--- src/rtl/posit_pkg.sv ---
// Shared posit definitions: rounding modes, width helper and special-value constants.
package posit_pkg;

    typedef enum logic {
        RND_RNE = 1'b0,
        RND_RTZ = 1'b1
    } rnd_mode_e;

    typedef enum logic [1:0] {
        PC_MAXPOS,
        PC_MINPOS,
        PC_NAR
    } posit_const_e;

    localparam int MAX_N = 64;

    function automatic int scale_width(input int n, input int es);
        return $clog2(n) + es + 2;
    endfunction

    // Constants are returned at MAX_N width; callers cast down to their own N.
    function automatic logic [MAX_N-1:0] posit_const(input int n, input posit_const_e sel);
        logic [MAX_N-1:0] c;
        c = '0;
        case (sel)
            PC_MAXPOS: c = (MAX_N'(1) << (n - 1)) - MAX_N'(1);
            PC_MINPOS: c = MAX_N'(1);
            PC_NAR:    c = MAX_N'(1) << (n - 1);
            default:   c = '0;
        endcase
        return c;
    endfunction

endpackage

--- src/rtl/posit_regime_enc.sv ---
// Combinational posit encoder: scale decode with saturation detect (first stage) and
// regime/exponent/fraction body assembly with guard and sticky extraction (second stage).
module posit_regime_enc
    import posit_pkg::*;
#(
    parameter int N  = 32,
    parameter int ES = 2,
    parameter int SW = scale_width(N, ES)
) (
    input  logic signed [SW-1:0]                  scale,
    output logic signed [SW-ES-1:0]               k,
    output logic        [((ES > 0) ? ES : 1)-1:0] e,
    output logic                                  sat_hi,
    output logic                                  sat_lo,
    input  logic signed [SW-ES-1:0]               k_q,
    input  logic        [((ES > 0) ? ES : 1)-1:0] e_q,
    input  logic        [N-1:0]                   frac_q,
    input  logic                                  sticky_q,
    input  logic                                  sat_hi_q,
    input  logic                                  sat_lo_q,
    output logic        [N-2:0]                   body,
    output logic                                  g,
    output logic                                  s
);

    localparam int KW = SW - ES;
    localparam int BW = 2 * N + ES + 2;
    localparam int TW = N + ES;

    localparam logic signed [KW-1:0] K_HI = KW'(N - 2);
    localparam logic signed [KW-1:0] K_LO = KW'(-(N - 2));
    localparam logic [N-2:0] MAXPOS_BODY = (N-1)'(posit_const(N, PC_MAXPOS));
    localparam logic [N-2:0] MINPOS_BODY = (N-1)'(posit_const(N, PC_MINPOS));

    // Dropping the low ES bits of the scale is exactly floor(scale / 2^ES).
    assign k      = scale[SW-1:ES];
    assign e      = (ES > 0) ? scale[((ES > 0) ? ES : 1)-1:0] : '0;
    assign sat_hi = (k > K_HI);
    assign sat_lo = (k < K_LO);

    logic [TW-1:0] tail;

    generate
        if (ES > 0) begin : g_tail_exp
            assign tail = {e_q, frac_q};
        end else begin : g_tail_noexp
            assign tail = frac_q;
        end
    endgenerate

    logic signed [BW-1:0] seed;
    logic signed [BW-1:0] shifted;
    logic        [KW-1:0] sh;

    // Seed "10" (k >= 0) or "01" (k < 0) ahead of the tail; an arithmetic right shift by
    // k or ~k replicates the leading bit, producing the full regime run in one step.
    // NOTE: every variable written in this block gets a value before any branch so no latch is inferred.
    always_comb begin
        sh      = k_q[KW-1] ? ~k_q : k_q;
        seed    = {(k_q[KW-1] ? 2'b01 : 2'b10), tail, {N{1'b0}}};
        shifted = seed >>> sh;
        body    = shifted[BW-1 -: N-1];
        g       = shifted[BW-N];
        s       = (|shifted[BW-N-1:0]) | sticky_q;
        if (sat_hi_q) begin
            body = MAXPOS_BODY;
            g    = 1'b0;
            s    = 1'b0;
        end else if (sat_lo_q) begin
            body = MINPOS_BODY;
            g    = 1'b0;
            s    = 1'b0;
        end
    end

endmodule

--- src/rtl/posit_round_pack_pipe.sv ---
// Three-stage valid/ready posit rounding and packing pipeline with saturation and
// inexact flags; encoding logic lives in posit_regime_enc.
module posit_round_pack_pipe
    import posit_pkg::*;
#(
    parameter int N  = 32,
    parameter int ES = 2,
    parameter int SW = scale_width(N, ES)
) (
    input  logic                 clk,
    input  logic                 rst_n,
    input  logic                 in_valid,
    output logic                 in_ready,
    input  logic                 in_sign,
    input  logic signed [SW-1:0] in_scale,
    input  logic        [N-1:0]  in_frac,
    input  logic                 in_sticky,
    input  logic                 in_zero,
    input  logic                 in_nar,
    input  logic                 in_mode,
    output logic                 out_valid,
    input  logic                 out_ready,
    output logic        [N-1:0]  out_posit,
    output logic                 out_inexact,
    output logic                 out_sat
);

    localparam int KW = SW - ES;
    localparam int EW = (ES > 0) ? ES : 1;
    localparam logic [N-1:0] NAR = N'(posit_const(N, PC_NAR));

    logic v1, v2, v3;
    logic en1, en2, en3;

    assign en3       = out_ready | ~v3;
    assign en2       = en3 | ~v2;
    assign en1       = en2 | ~v1;
    assign in_ready  = en1;
    assign out_valid = v3;

    logic signed [KW-1:0] k_d;
    logic        [EW-1:0] e_d;
    logic                 sat_hi_d, sat_lo_d;

    logic                 s1_sign, s1_sticky, s1_zero, s1_nar, s1_sat_hi, s1_sat_lo;
    logic signed [KW-1:0] s1_k;
    logic        [EW-1:0] s1_e;
    logic        [N-1:0]  s1_frac;
    rnd_mode_e            s1_mode;

    logic        [N-2:0]  body_d;
    logic                 g_d, s_d;

    logic                 s2_sign, s2_g, s2_s, s2_sat, s2_zero, s2_nar;
    logic        [N-2:0]  s2_body;
    rnd_mode_e            s2_mode;

    posit_regime_enc #(
        .N  (N),
        .ES (ES),
        .SW (SW)
    ) u_enc (
        .scale    (in_scale),
        .k        (k_d),
        .e        (e_d),
        .sat_hi   (sat_hi_d),
        .sat_lo   (sat_lo_d),
        .k_q      (s1_k),
        .e_q      (s1_e),
        .frac_q   (s1_frac),
        .sticky_q (s1_sticky),
        .sat_hi_q (s1_sat_hi),
        .sat_lo_q (s1_sat_lo),
        .body     (body_d),
        .g        (g_d),
        .s        (s_d)
    );

    // NOTE: only the valid bits and the visible outputs take reset; payload registers are
    // qualified by their valid bit, so clearing them would buy nothing.
    always_ff @(posedge clk) begin
        if (!rst_n) begin
            v1 <= 1'b0;
            v2 <= 1'b0;
            v3 <= 1'b0;
        end else begin
            if (en1) v1 <= in_valid;
            if (en2) v2 <= v1;
            if (en3) v3 <= v2;
        end
    end

    always_ff @(posedge clk) begin
        if (en1 && in_valid) begin
            s1_sign   <= in_sign;
            s1_k      <= k_d;
            s1_e      <= e_d;
            s1_frac   <= in_frac;
            s1_sticky <= in_sticky;
            s1_sat_hi <= sat_hi_d;
            s1_sat_lo <= sat_lo_d;
            s1_nar    <= in_nar;
            s1_zero   <= in_zero & ~in_nar;
            s1_mode   <= rnd_mode_e'(in_mode);
        end
    end

    always_ff @(posedge clk) begin
        if (en2 && v1) begin
            s2_sign <= s1_sign;
            s2_body <= body_d;
            s2_g    <= g_d;
            s2_s    <= s_d;
            s2_sat  <= s1_sat_hi | s1_sat_lo;
            s2_zero <= s1_zero;
            s2_nar  <= s1_nar;
            s2_mode <= s1_mode;
        end
    end

    logic         inc;
    logic         special;
    logic [N-1:0] mag;
    logic [N-1:0] posit_d;

    // The regime always places a one inside the body, so mag is never zero.
    always_comb begin
        special = s2_nar | s2_zero;
        inc     = (s2_mode == RND_RNE) & s2_g & (s2_body[0] | s2_s) & ~(&s2_body);
        mag     = {1'b0, s2_body} + N'(inc);
        posit_d = s2_sign ? -mag : mag;
        if (s2_nar) begin
            posit_d = NAR;
        end else if (s2_zero) begin
            posit_d = '0;
        end
    end

    always_ff @(posedge clk) begin
        if (!rst_n) begin
            out_posit   <= '0;
            out_inexact <= 1'b0;
            out_sat     <= 1'b0;
        end else if (en3 && v2) begin
            out_posit   <= posit_d;
            out_inexact <= ~special & (s2_sat | s2_g | s2_s);
            out_sat     <= ~special & s2_sat;
        end
    end

endmodule

--- config.mk ---
export PLATFORM = sky130hd
export DESIGN_NAME = posit_round_pack_pipe
export DESIGN_NICKNAME = d
export VERILOG_FILES = /design/src/rtl/posit_pkg.sv /design/src/rtl/posit_regime_enc.sv /design/src/rtl/posit_round_pack_pipe.sv
export SDC_FILE = /design/constraint.sdc
export NUM_CORES = 1
export LEC_CHECK = 0
export ABC_AREA = 1
export CORE_MARGIN = 4
export CORE_UTILIZATION = 40
export DETAILED_ROUTE_END_ITERATION = 16
export PLACE_DENSITY = 0.65
export SLEW_MARGIN = 40
export SYNTH_ARGS = -nofsm -noshare
export SYNTH_HDL_FRONTEND = slang
export SYNTH_SLANG_ARGS = --single-unit
export TNS_END_PERCENT = 30
--- constraint.sdc ---
create_clock -name clk -period 3.31 [get_ports clk]
set_clock_uncertainty 0.05 [all_clocks]
set_input_delay 0.4965 -clock clk [delete_from_list [all_inputs] [get_ports clk]]
set_output_delay 0.4965 -clock clk [all_outputs]
set_load 0.05 [all_outputs]
== Word-level counts from Yosys, hierarchy flattened ==
Index checks and enable logic that the tools add are counted.

* Flip-flop bits (word level): 123
* Input port bits: 50
* Output and inout bits: 36
* Logic and storage cells: 65

* Add/sub/neg operators: 2
* $lt $le $gt $ge: 2
* Shifts and indexed selects: 1
* Multiplexer cells: 6
* Bitwise gates (word level): 23
* Reductions and logical operators: 6

{| class="wikitable"
|+ Operators with widths
! cell !! number
|-
| 32-bit 2-to-1 mux || 3
|-
| 68-bit by 7-bit >>> shifter with 68-bit output || 1
|-
| 36-bit OR reduction || 1
|-
| 31-bit by 1-bit adder with 32-bit output || 1
|-
| 32-bit negation || 1
|-
| 31-bit 2-to-1 mux || 1
|-
| 31-bit AND reduction || 1
|-
| 1-bit bitwise OR || 9
|-
| 7-bit by 6-bit greater-than comparator with 1-bit output (second input constant) || 1
|-
| 7-bit by 6-bit less-than comparator with 1-bit output (second input constant) || 1
|-
| 7-bit 2-to-1 mux || 1
|-
| 1-bit NOT || 7
|-
| 7-bit NOT || 1
|-
| 1-bit AND || 6
|-
| 1-bit logical AND || 3
|-
| 2-bit 2-to-1 mux || 1
|-
| 2-bit OR reduction || 1
|}

== Depth between registers and ports, before layout ==
Gate-level depths: netlist (run 1).

* Word-level depth: 9
* Gate-level depth with buffers: 24
* Mapped depth without buffers: 24

== Hierarchy ==
A second synthesis (run 1) with hierarchy kept.

* Cell total of the unflattened synthesis: 1488
* Area, all modules: 9549.2 µm²

{| class="wikitable"
|+ Modules (own cells, without submodules)
! module !! times used !! cells an instance !! area an instance (µm²) !! sequential area each (µm²)
|-
| posit_round_pack_pipe || 1 || 699 || 5948.2 || 3323.2
|-
| posit_regime_enc || 1 || 789 || 3601.0 || 0.0
|}

== Worst setup path after synthesis (run 1) ==
OpenSTA, ideal clock, no wires.

* Kind: reg2reg
* Start: register s2_body[19]
* End: register out_posit[27]
* Library setup time: 0.070 ns
* Data arrival time: 3.019 ns
* Data required time: 3.190 ns
* Setup slack: 0.170 ns
* Stages on the path, launching flop included: 22
* Path buffers: 0
* Period minus slack after synthesis: 3.140 ns
* Cells stage by stage: edfxtp_1 > nand2_1 > nor3_1 > nand2_1 > nor3_1 > a2111oi_0 > ha_1 > ha_1 > inv_1 > nor2_1 > nand2_1 > inv_1 > nand2_1 > xor2_1 > nand2_1 > nor2_1 > nand3_1 > nand2_2 > nand2_1 > nand2_1 > nand3_1 > a21oi_1

* Word-level cells in the longest chain between the ends: 8

{| class="wikitable"
|+ Ends and longest elaborated chain
! item !! RTL line !! RTL
|-
| start: declaration || posit_round_pack_pipe.sv:55 || <nowiki>logic [N-2:0] s2_body;</nowiki>
|-
| start signal: assignment || posit_round_pack_pipe.sv:111 || <nowiki>s2_body <= body_d;</nowiki>
|-
| 31-bit AND reduction || posit_round_pack_pipe.sv:129 || <nowiki>inc = (s2_mode == RND_RNE) & s2_g & (s2_body[0] | s2_s) & ~(&s2_body);</nowiki>
|-
| 1-bit NOT || posit_round_pack_pipe.sv:129 ||
|-
| 1-bit AND || posit_round_pack_pipe.sv:129 ||
|-
| 31-bit by 1-bit adder with 32-bit output * || posit_round_pack_pipe.sv:130 || <nowiki>mag = {1'b0, s2_body} + N'(inc);</nowiki>
|-
| 32-bit negation || posit_round_pack_pipe.sv:131 || <nowiki>posit_d = s2_sign ? -mag : mag;</nowiki>
|-
| 32-bit 2-to-1 mux * || posit_round_pack_pipe.sv:131 ||
|-
| 32-bit 2-to-1 mux * || posit_round_pack_pipe.sv:134 || <nowiki>end else if (s2_zero) begin</nowiki>
|-
| 32-bit 2-to-1 mux * || posit_round_pack_pipe.sv:132 || <nowiki>if (s2_nar) begin</nowiki>
|-
| end signal: assignment || posit_round_pack_pipe.sv:145 || <nowiki>out_posit <= posit_d;</nowiki>
|-
| end: declaration || posit_round_pack_pipe.sv:23 || <nowiki>output logic [N-1:0] out_posit,</nowiki>
|}

Every way passes the cells marked *; elsewhere a longest branch is shown, timed or not.
A chain may end at the register's enable or synchronous reset.

== Worst setup path after layout (run 1) ==
* Start: register s2_body[24]
* End: register out_posit[15]

* Word-level cells in the longest chain between the ends: 8

{| class="wikitable"
|+ Ends and longest elaborated chain
! item !! RTL line
|-
| 31-bit AND reduction * || posit_round_pack_pipe.sv:129
|-
| 1-bit NOT * || posit_round_pack_pipe.sv:129
|-
| 1-bit AND * || posit_round_pack_pipe.sv:129
|-
| 31-bit by 1-bit adder with 32-bit output * || posit_round_pack_pipe.sv:130
|-
| 32-bit negation || posit_round_pack_pipe.sv:131
|-
| 32-bit 2-to-1 mux * || posit_round_pack_pipe.sv:131
|-
| 32-bit 2-to-1 mux * || posit_round_pack_pipe.sv:134
|-
| 32-bit 2-to-1 mux * || posit_round_pack_pipe.sv:132
|}

Marks and branches as above.

==> results of run 1 <==
## area by class of cell
| class | count | area, µm² |
|---|---|---|
| inverters | 108 | 405 |
| flip-flops and latches | 123 | 3320 |
| fillers | 2222 | 10400 |
| clock inverters | 14 | 219 |
| clock buffers | 18 | 429 |
| multi-input cells | 1094 | 5440 |
| repair buffers | 227 | 1980 |
| well taps | 285 | 357 |
## cells in the final DEF (no fill, tap or decap), types with 6 or more instances in the layout
master | synthesis | final
sky130_fd_sc_hd__inv_2 | 3 | 14
sky130_fd_sc_hd__xnor2_1 | 14 | 12
sky130_fd_sc_hd__nand3_1 | 295 | 285
sky130_fd_sc_hd__nand3_2 | 4 | 14
sky130_fd_sc_hd__xor2_1 | 24 | 17
sky130_fd_sc_hd__nand2_2 | 3 | 21
sky130_fd_sc_hd__buf_4 | 2 | 136
sky130_fd_sc_hd__nand4_1 | 9 | 9
sky130_fd_sc_hd__clkdlybuf4s50_1 | 0 | 85
sky130_fd_sc_hd__o21ai_0 | 40 | 40
sky130_fd_sc_hd__nor2_1 | 85 | 65
sky130_fd_sc_hd__xor2_2 | 1 | 8
sky130_fd_sc_hd__nand3b_1 | 8 | 8
sky130_fd_sc_hd__clkbuf_16 | 0 | 17
sky130_fd_sc_hd__nand2_1 | 503 | 483
sky130_fd_sc_hd__nor2_2 | 3 | 18
sky130_fd_sc_hd__nor3_1 | 15 | 10
sky130_fd_sc_hd__edfxtp_1 | 86 | 86
sky130_fd_sc_hd__a21oi_1 | 56 | 54
sky130_fd_sc_hd__dfxtp_1 | 37 | 37
sky130_fd_sc_hd__inv_1 | 101 | 90
sky130_fd_sc_hd__or2_2 | 6 | 6
## report_power, final
group | leakage [µW] | switching [µW] | internal [µW] | total [µW]
Sequential | 0.00113 | 38.2 | 1730 | 1770
Combinational | 0.00402 | 799 | 474 | 1270
Clock | 0.000312 | 728 | 1340 | 2070
Total | 0.00545 | 1570 | 3540 | 5110
## state kept, by name (all words and copies together), names as in the netlist, 2 cells and up
register,flops
s2_body,31
s1_e,2
out_posit,32
s1_k,7
s1_frac,32
## metal layers
layer	part of all wire (%)	up-vias	global-route usage (%)	wire, µm
li1	-	4941	-	-
met1	43	4298	25.2	11100
met2	50	231	35.3	12800
met3	4.1	46	3.39	1060
met4	2.5	0	6.19	633
met5	0	-	0	0
## path summary, 6_finish.rpt
kind	from	to	slack, ns	cells after the start
worst max register to register	s2_body[24]	out_posit[15]	0.0009	20
worst min register to register	s1_zero	s2_zero	0.37	0
worst max-delay path	s2_body[24]	out_posit[15]	0.0009	20
worst min-delay path	s1_zero	s2_zero	0.37	0
## per-stage QoR
step / TNS (ns) / hold WS (ns) / cells / setup slack [ns]
after floorplan: 0 / 0.350 / 1391 / 0.170
after detailed placement: -11.22 / 0.357 / 1814 / -0.619
final: 0 / 0.370 / 1869 / 0.000891
after global routing: -2.74 / 0.371 / 1869 / -0.223
after CTS: 0 / 0.371 / 1860 / 0.0135
after global placement: -4.26 / 0.354 / 1814 / -0.320
## worst max-delay path, cell delays in order (launching register included)
cell	delay, ns
sky130_fd_sc_hd__edfxtp_1	0.41
sky130_fd_sc_hd__nand2_1	0.10
sky130_fd_sc_hd__inv_1	0.07
sky130_fd_sc_hd__nand3_2	0.09
sky130_fd_sc_hd__nor3_4	0.06
sky130_fd_sc_hd__a2111oi_4	0.45
sky130_fd_sc_hd__ha_4	0.25
sky130_fd_sc_hd__ha_4	0.15
sky130_fd_sc_hd__nand2_4	0.05
sky130_fd_sc_hd__nor2_4	0.13
sky130_fd_sc_hd__buf_6	0.12
sky130_fd_sc_hd__nand2_2	0.05
sky130_fd_sc_hd__xor2_2	0.20
sky130_fd_sc_hd__nor2_2	0.15
sky130_fd_sc_hd__nand2_2	0.09
sky130_fd_sc_hd__nor3_4	0.27
sky130_fd_sc_hd__inv_1	0.08
sky130_fd_sc_hd__nand2_2	0.09
sky130_fd_sc_hd__xor2_1	0.17
sky130_fd_sc_hd__nand2_1	0.07
sky130_fd_sc_hd__a21oi_1	0.14
## cells by family (layout without fill, tap and decap cells)
group           count (synthesis)  after routing  synth area share [%]
simple gates                  943            943                  44.7
buf+inv                       174            367                  8.20
flops                         123            123                  36.4
compound gates                107            107                  6.12
xor+xnor                       40             40                  4.12
fa+ha+maj                       4              4                 0.548
## timing repair
action,in CTS,in global routing
pin swaps,21,31
setup endpoints to repair,27,22
hold buffers,0,0
buffers inserted,14,9
gates resized for setup,44,52
==> metrics.sh, run 1 <==
BUFFER_PORTS.INSERTED=85
ROUTE.DETAILED.VIAS_PER_INST=5.09
HOLD_WC_PATH_TYPE='flop to flop'
CRITPATHREQUIREDTIME_NS=3.62
POST_SYNTH_MAIN_AREA_CONTRIBUTORS='sky130_fd_sc_hd__edfxtp_1 28%, sky130_fd_sc_hd__nand2_1 21%, sky130_fd_sc_hd__nand3_1 16%'
GLOBAL_ROUTE_WIRE_LENGTH_BEFORE_REPAIR_UM=42900
CLK_TRANSITION_REPORTED_PATHS_NS=0.06
SHARE_OF_CELLS_ABOVE_DRIVE_STRENGTH_1_PCT=17.6
DRV_CAP=0
PLACE.DETAILED.HPWL_UM=19300
PLACE.GP.CONGESTION=0.952
AREAGROWTHSYNTHTOFINISH_PCT=33.0
GRT_ANTENNA_BEFORE_REPAIR=0
TIMING.FINAL.HOLD_VIOLATIONS=0
POWER.IR.VDD_WORST_V=0.000299
CORE-AREA_MM2=0.0226
CTS_TREE='built'
TIMING_WORST_SETUP_PATH_TYPE='flop to flop'
ROUTED_WIRELENGTH_UM=25600
POST-ROUTE-MIN-PERIOD_NS=3.31
START_UTIL_PCT=40.5
WORST-SLEW-PIN-TRANSITION_NS=0.618
YOSYSSEQAREASHARE_PCT=36.4
DETAIL_ROUTE.WL_PER_CELL_UM=13.7
SYNTH-WARNING-COUNT=0
DETAIL_ROUTE.DRC_VIOLATIONS=0
DRT.ANTENNA.VIOLATING_NETS=0
MAX-SLEW-MARGIN-REL_PCT=58.5
STANDARD_CELL_AREA_AFTER_DETAILED_PLACEMENT_MM2=0.0110
NETLIST.AREA_LEADER.SHARE_PCT=28.3
TOTAL_POWER_uW=5110
WORSTSETUPENDPOINTTYPE='flop'
BOUNDARYPINS=86
LAYOUT.CORE_UTILIZATION_PCT=53.9
FIN_AREA_MM2=0.0122
POSTSYNTHNETCOUNT=1445
SYNTHESIS.INSTANCES=1391
CTSROOTBUFFERMASTER='sky130_fd_sc_hd__clkbuf_16'
RSZ0062_AT_GRT='yes'
NUM_ROWS=55
FMAX_MHz=302
FINAL.PERIOD_UTILIZATION_PCT=100
SYNTHFLOPTYPE='sky130_fd_sc_hd__edfxtp_1'
LAYOUT.NETS=1625
COMBINED_GLOBAL_ROUTE_UTILIZATION_OF_ALL_METAL_LAYERS_PCT=20.1
NUMBER_OF_GLOBAL_ROUTE_VIAS_BEFORE_REPAIR=8984
PER_INSTANCE_AVERAGE_AREA_AFTER_SYNTHESIS_UM2=6.57
CP_MAX_FO=4
DIEAREA_MM2=0.0253
CLK_LATENCY_NS=0.43
CLOCK_TREE.HTREE_LEVEL_COUNT=4
POWER_PER_CELL_AREA_mW_PER_MM2=420
CELLLEAKAGEPOWER_uW=0.00545
VIAS=9516
YOSYSMOSTFREQUENTCELL='sky130_fd_sc_hd__nand2_1'
DRT-PASS1-ITER-COUNT=6
TRITONCTS_NUM_SINKS=123
SYNTH_TOP_CELLS_BY_COUNT='503 x sky130_fd_sc_hd__nand2_1, 295 x sky130_fd_sc_hd__nand3_1, 101 x sky130_fd_sc_hd__inv_1'
SYNTHESIS.AREA_MM2=0.00914
FINAL_COUNT_OF_PINS_VIOLATING_MAX_SLEW=0
SYNTH-EDFF-COUNT=86
FINALSETUPVIOLATIONS=0
DIE_W_UM=159
DRT_ITER0_DRC=595
YOSYS_REGISTER_BITS=123
GRT_OVERFLOW_TOTAL=0
CRITICAL_PATH_ARRIVAL_NS=3.62
SYNTH.LIB_CELLS_USED.DISTINCT=42
CLK_PATH_BUF_DEPTH=2
DIE_HEIGHT_UM=159
OUTCOME='finished, final reports clean'
CP-START-KIND='flop'
ANTENNA_CELLS_INSERTED=0
SYNTH_TOP_CELL_BY_AREA='sky130_fd_sc_hd__edfxtp_1'
ASYNC_FLOP_SHARE_PCT=0
NUMCTSBUFFERS=17
GRT_START_MAX_NET_PINS=49
No activity file was read; power rests on OpenSTA's default activity.
==> inputs of run 2 (changes only) <==
GPL_ROUTABILITY_DRIVEN = 0   (was not set)
SLEW_MARGIN = not set   (was 40)
==> metrics.sh, run 2 (same netlist as run 1, synthesis figures left out) <==
DETAIL_ROUTE.DRC_VIOLATIONS=0  # unchanged
GRT_MOST_USED_LAYER='met2'
CLOCK_TREE.HTREE_LEVEL_COUNT=4  # unchanged
DRT-PASS1-ITER-COUNT=7  # +1
CRIT_SLOWEST_CELL='sky130_fd_sc_hd__a2111oi_2'
CRITICAL_PATH_ARRIVAL_NS=3.73  # +0.11 ns
NUMBER_OF_GLOBAL_ROUTE_VIAS_BEFORE_REPAIR=8819  # -1.8%
FINAL.SETUP.TNS_NS=-0.502  # -0.502 ns
LAYOUT_SETUP_WS_NS=-0.113  # -0.114 ns
GRT_START_MAX_NET_PINS=49  # unchanged
NUMCTSBUFFERS=17  # unchanged
VIOLATED_CHECKS='setup timing'
MIN_FROM='s1_zero'
FINAL.PERIOD_UTILIZATION_PCT=103  # +3.4 points
PLACE.DETAILED.HPWL_UM=18600  # -4.0%
DIE_HEIGHT_UM=159  # unchanged
ANTENNA_CELLS_INSERTED=0  # unchanged
COMBINED_GLOBAL_ROUTE_UTILIZATION_OF_ALL_METAL_LAYERS_PCT=19.0  # -1.1 points
RSZ0062_AT_GRT='yes'
FMAX_MHz=292  # -3.3%
LAYOUT.NETS=1621  # -0.25%
TIMING_WORST_SETUP_PATH_TYPE='flop to flop'
CP_SLOWEST_STAGE_DELAY_NS=0.42  # -0.03 ns
VIAS=9562  # +0.48%
FILLER_CELL_COUNT=2160  # -2.8%
WORSTSETUPENDPOINTTYPE='flop'
GR-USAGE-MET3_PCT=3.13  # -0.26 points
CLK_LATENCY_NS=0.42  # about the same
MAX-SLEW-MARGIN-REL_PCT=48.2  # -10 points
TRITONCTS_NUM_SINKS=123  # unchanged
BOUNDARYPINS=86  # unchanged
MULTIINPUTGATEAREA_MM2=0.00556  # +2.1%
SHARE_OF_CELLS_ABOVE_DRIVE_STRENGTH_1_PCT=19.2  # +1.6 points
MOSTFREQUENTLAYOUTCELL='sky130_fd_sc_hd__nand2_1'
GRT_ANTENNA_BEFORE_REPAIR=0  # unchanged
ROUTED_WIRELENGTH_UM=25000  # -2.4%
DETAIL_ROUTE.WL_PER_CELL_UM=13.4  # -2.2%
GRT.MET2_USAGE_PCT=33.1  # -2.3 points
CTS_TREE='built'
FINAL_COUNT_OF_PINS_VIOLATING_MAX_SLEW=0  # unchanged
GRTUSAGEMET1_PCT=23.4  # -1.8 points
DIE_W_UM=159  # unchanged
LAYOUT.CORE_UTILIZATION_PCT=54.2  # +0.30 points
POWER_PER_CELL_AREA_mW_PER_MM2=410  # -2.5%
WORST-SLEW-PIN-TRANSITION_NS=0.776  # +0.158 ns
CRITICAL_PATH.CELL_CHAIN='inv_1 -> nor3_2 -> inv_1 -> nor3_2 -> a2111oi_2 -> ha_2 -> buf_6 -> ha_4 -> nand2_4 -> nor2_4 -> buf_6 -> nand2_4 -> xor2_4 -> nor2_2 -> nand2_2 -> nor3_4 -> nand3_2 -> nand2_4 -> nand2_2 -> nand2_2 -> nand3_2 -> a21oi_2'
GLOBAL_ROUTE_WIRE_LENGTH_BEFORE_REPAIR_UM=40800  # -5.0%
OUTCOME='finished with violations'
DRT_ITER0_DRC=686  # +15%
POWER.IR.VDD_WORST_V=0.000314  # +4.8%
CORE-AREA_MM2=0.0226  # unchanged
AREAGROWTHSYNTHTOFINISH_PCT=33.8
RR_STARTPOINT='s2_body[29]'
LAYOUT.CELLS.MOST_COMMON_LIST='469 x sky130_fd_sc_hd__nand2_1, 284 x sky130_fd_sc_hd__nand3_1, 129 x sky130_fd_sc_hd__buf_4'
LARGEST_REGISTERS='out_posit (32), s1_frac (32), s2_body (31)'
DRV_CAP=0  # unchanged
POST-ROUTE-MIN-PERIOD_NS=3.42  # +0.114 ns
NUM_ROWS=55  # unchanged
START_UTIL_PCT=40.5  # unchanged
CRITPATHREQUIREDTIME_NS=3.61  # about the same
ROUTE.DETAILED.VIAS_PER_INST=5.13  # +0.70%
FINALSETUPVIOLATIONS=11  # +11
CLK_TRANSITION_REPORTED_PATHS_NS=0.06  # about the same
SEQUENTIAL_CELL_AREA_MM2=0.00332  # unchanged
CTSROOTBUFFERMASTER='sky130_fd_sc_hd__clkbuf_16'
TIMING.FINAL.HOLD_VIOLATIONS=0  # unchanged
CLK_PATH_BUF_DEPTH=2  # unchanged
DIEAREA_MM2=0.0253  # unchanged
HOLD_WC_PATH_TYPE='flop to flop'
BUFFER_PORTS.INSERTED=85  # unchanged
CP_MAX_FO=5  # +1
GRT_OVERFLOW_TOTAL=0  # unchanged
CP-START-KIND='flop'
R2R_SLACK_NS=-0.11  # -0.11 ns
TIMING.CRITICAL_PATH.FROM='s2_body[29]'
CELLLEAKAGEPOWER_uW=0.00548  # +0.39%
DRT.ANTENNA.VIOLATING_NETS=0  # unchanged
run 2: cell types whose count changed in the layout (fill, tap and decap cells not counted), moves of 4 or more:
cell,change
sky130_fd_sc_hd__buf_4,-7
sky130_fd_sc_hd__nor3_2,+5
sky130_fd_sc_hd__buf_6,+4
sky130_fd_sc_hd__nor2_4,+5
sky130_fd_sc_hd__nand2_1,-14
sky130_fd_sc_hd__nor2_1,-8
sky130_fd_sc_hd__nand2_2,+11
run 2: path summary, 6_finish.rpt:
kind,to,cells past startpoint
worst max-delay path,out_posit[31],22
worst min-delay path,s2_zero,0
worst max register to register,out_posit[31],22
worst min register to register,s2_zero,0
run 2: worst max-delay path: cells and delay by family (launching register included):
kind	cells	cell delay [ns]
buffers and inverters	4	0.46
and+or+nand+nor	13	1.29
xor gates and xnor gates	1	0.20
adders and majority gates	2	0.42
DFF	1	0.38
AOI/OAI and AO/OA	2	0.55
run 2: area by class of cell:
type | count | share of cell area [%]
Clock buffer | 21 | 4.12
Clock inverter | 11 | 1.01
Inverter | 108 | 3.32
Multi-Input combinational cell | 1094 | 45.5
Sequential cell | 123 | 27.2
Tap cell | 285 | 2.92
Timing Repair Buffer | 223 | 16.0
run 2: timing repair:
action	CTS	global route
pin swaps	7	55
buffers inserted	2	16
setup endpoints to repair	19	25
gates cloned	0	0
hold buffers	0	0
resized for setup	16	116
run 2: layer usage:
| layer | up-vias | wire length (µm) |
|---|---|---|
| li1 | 4934 | - |
| met1 | 4304 | 10700 |
| met2 | 261 | 12400 |
| met3 | 63 | 1070 |
| met4 | 0 | 789 |
| met5 | - | 0 |
run 2: where the power goes:
| part | total (µW) | internal, µW | switching, µW |
|---|---|---|---|
| sequential | 1770 | 1730 | 38.7 |
| combinational | 1270 | 472 | 798 |
| clock | 1970 | 1250 | 722 |
run 2: metrics by stage:
step / worst slack (ns) / std cells / hold WS, ns / instance area, µm² / power [µW]
global placement: -0.101 / 1815 / 0.356 / 11000 / 2980
finish: -0.113 / 1865 / 0.369 / 12200 / 5010
CTS: -0.0205 / 1849 / 0.369 / 11700 / 4990
detailed placement: -0.242 / 1815 / 0.355 / 11000 / 3000
global route: -0.330 / 1865 / 0.376 / 12200 / 5290
floorplan: 0.170 / 1391 / 0.350 / 9140 / 2620
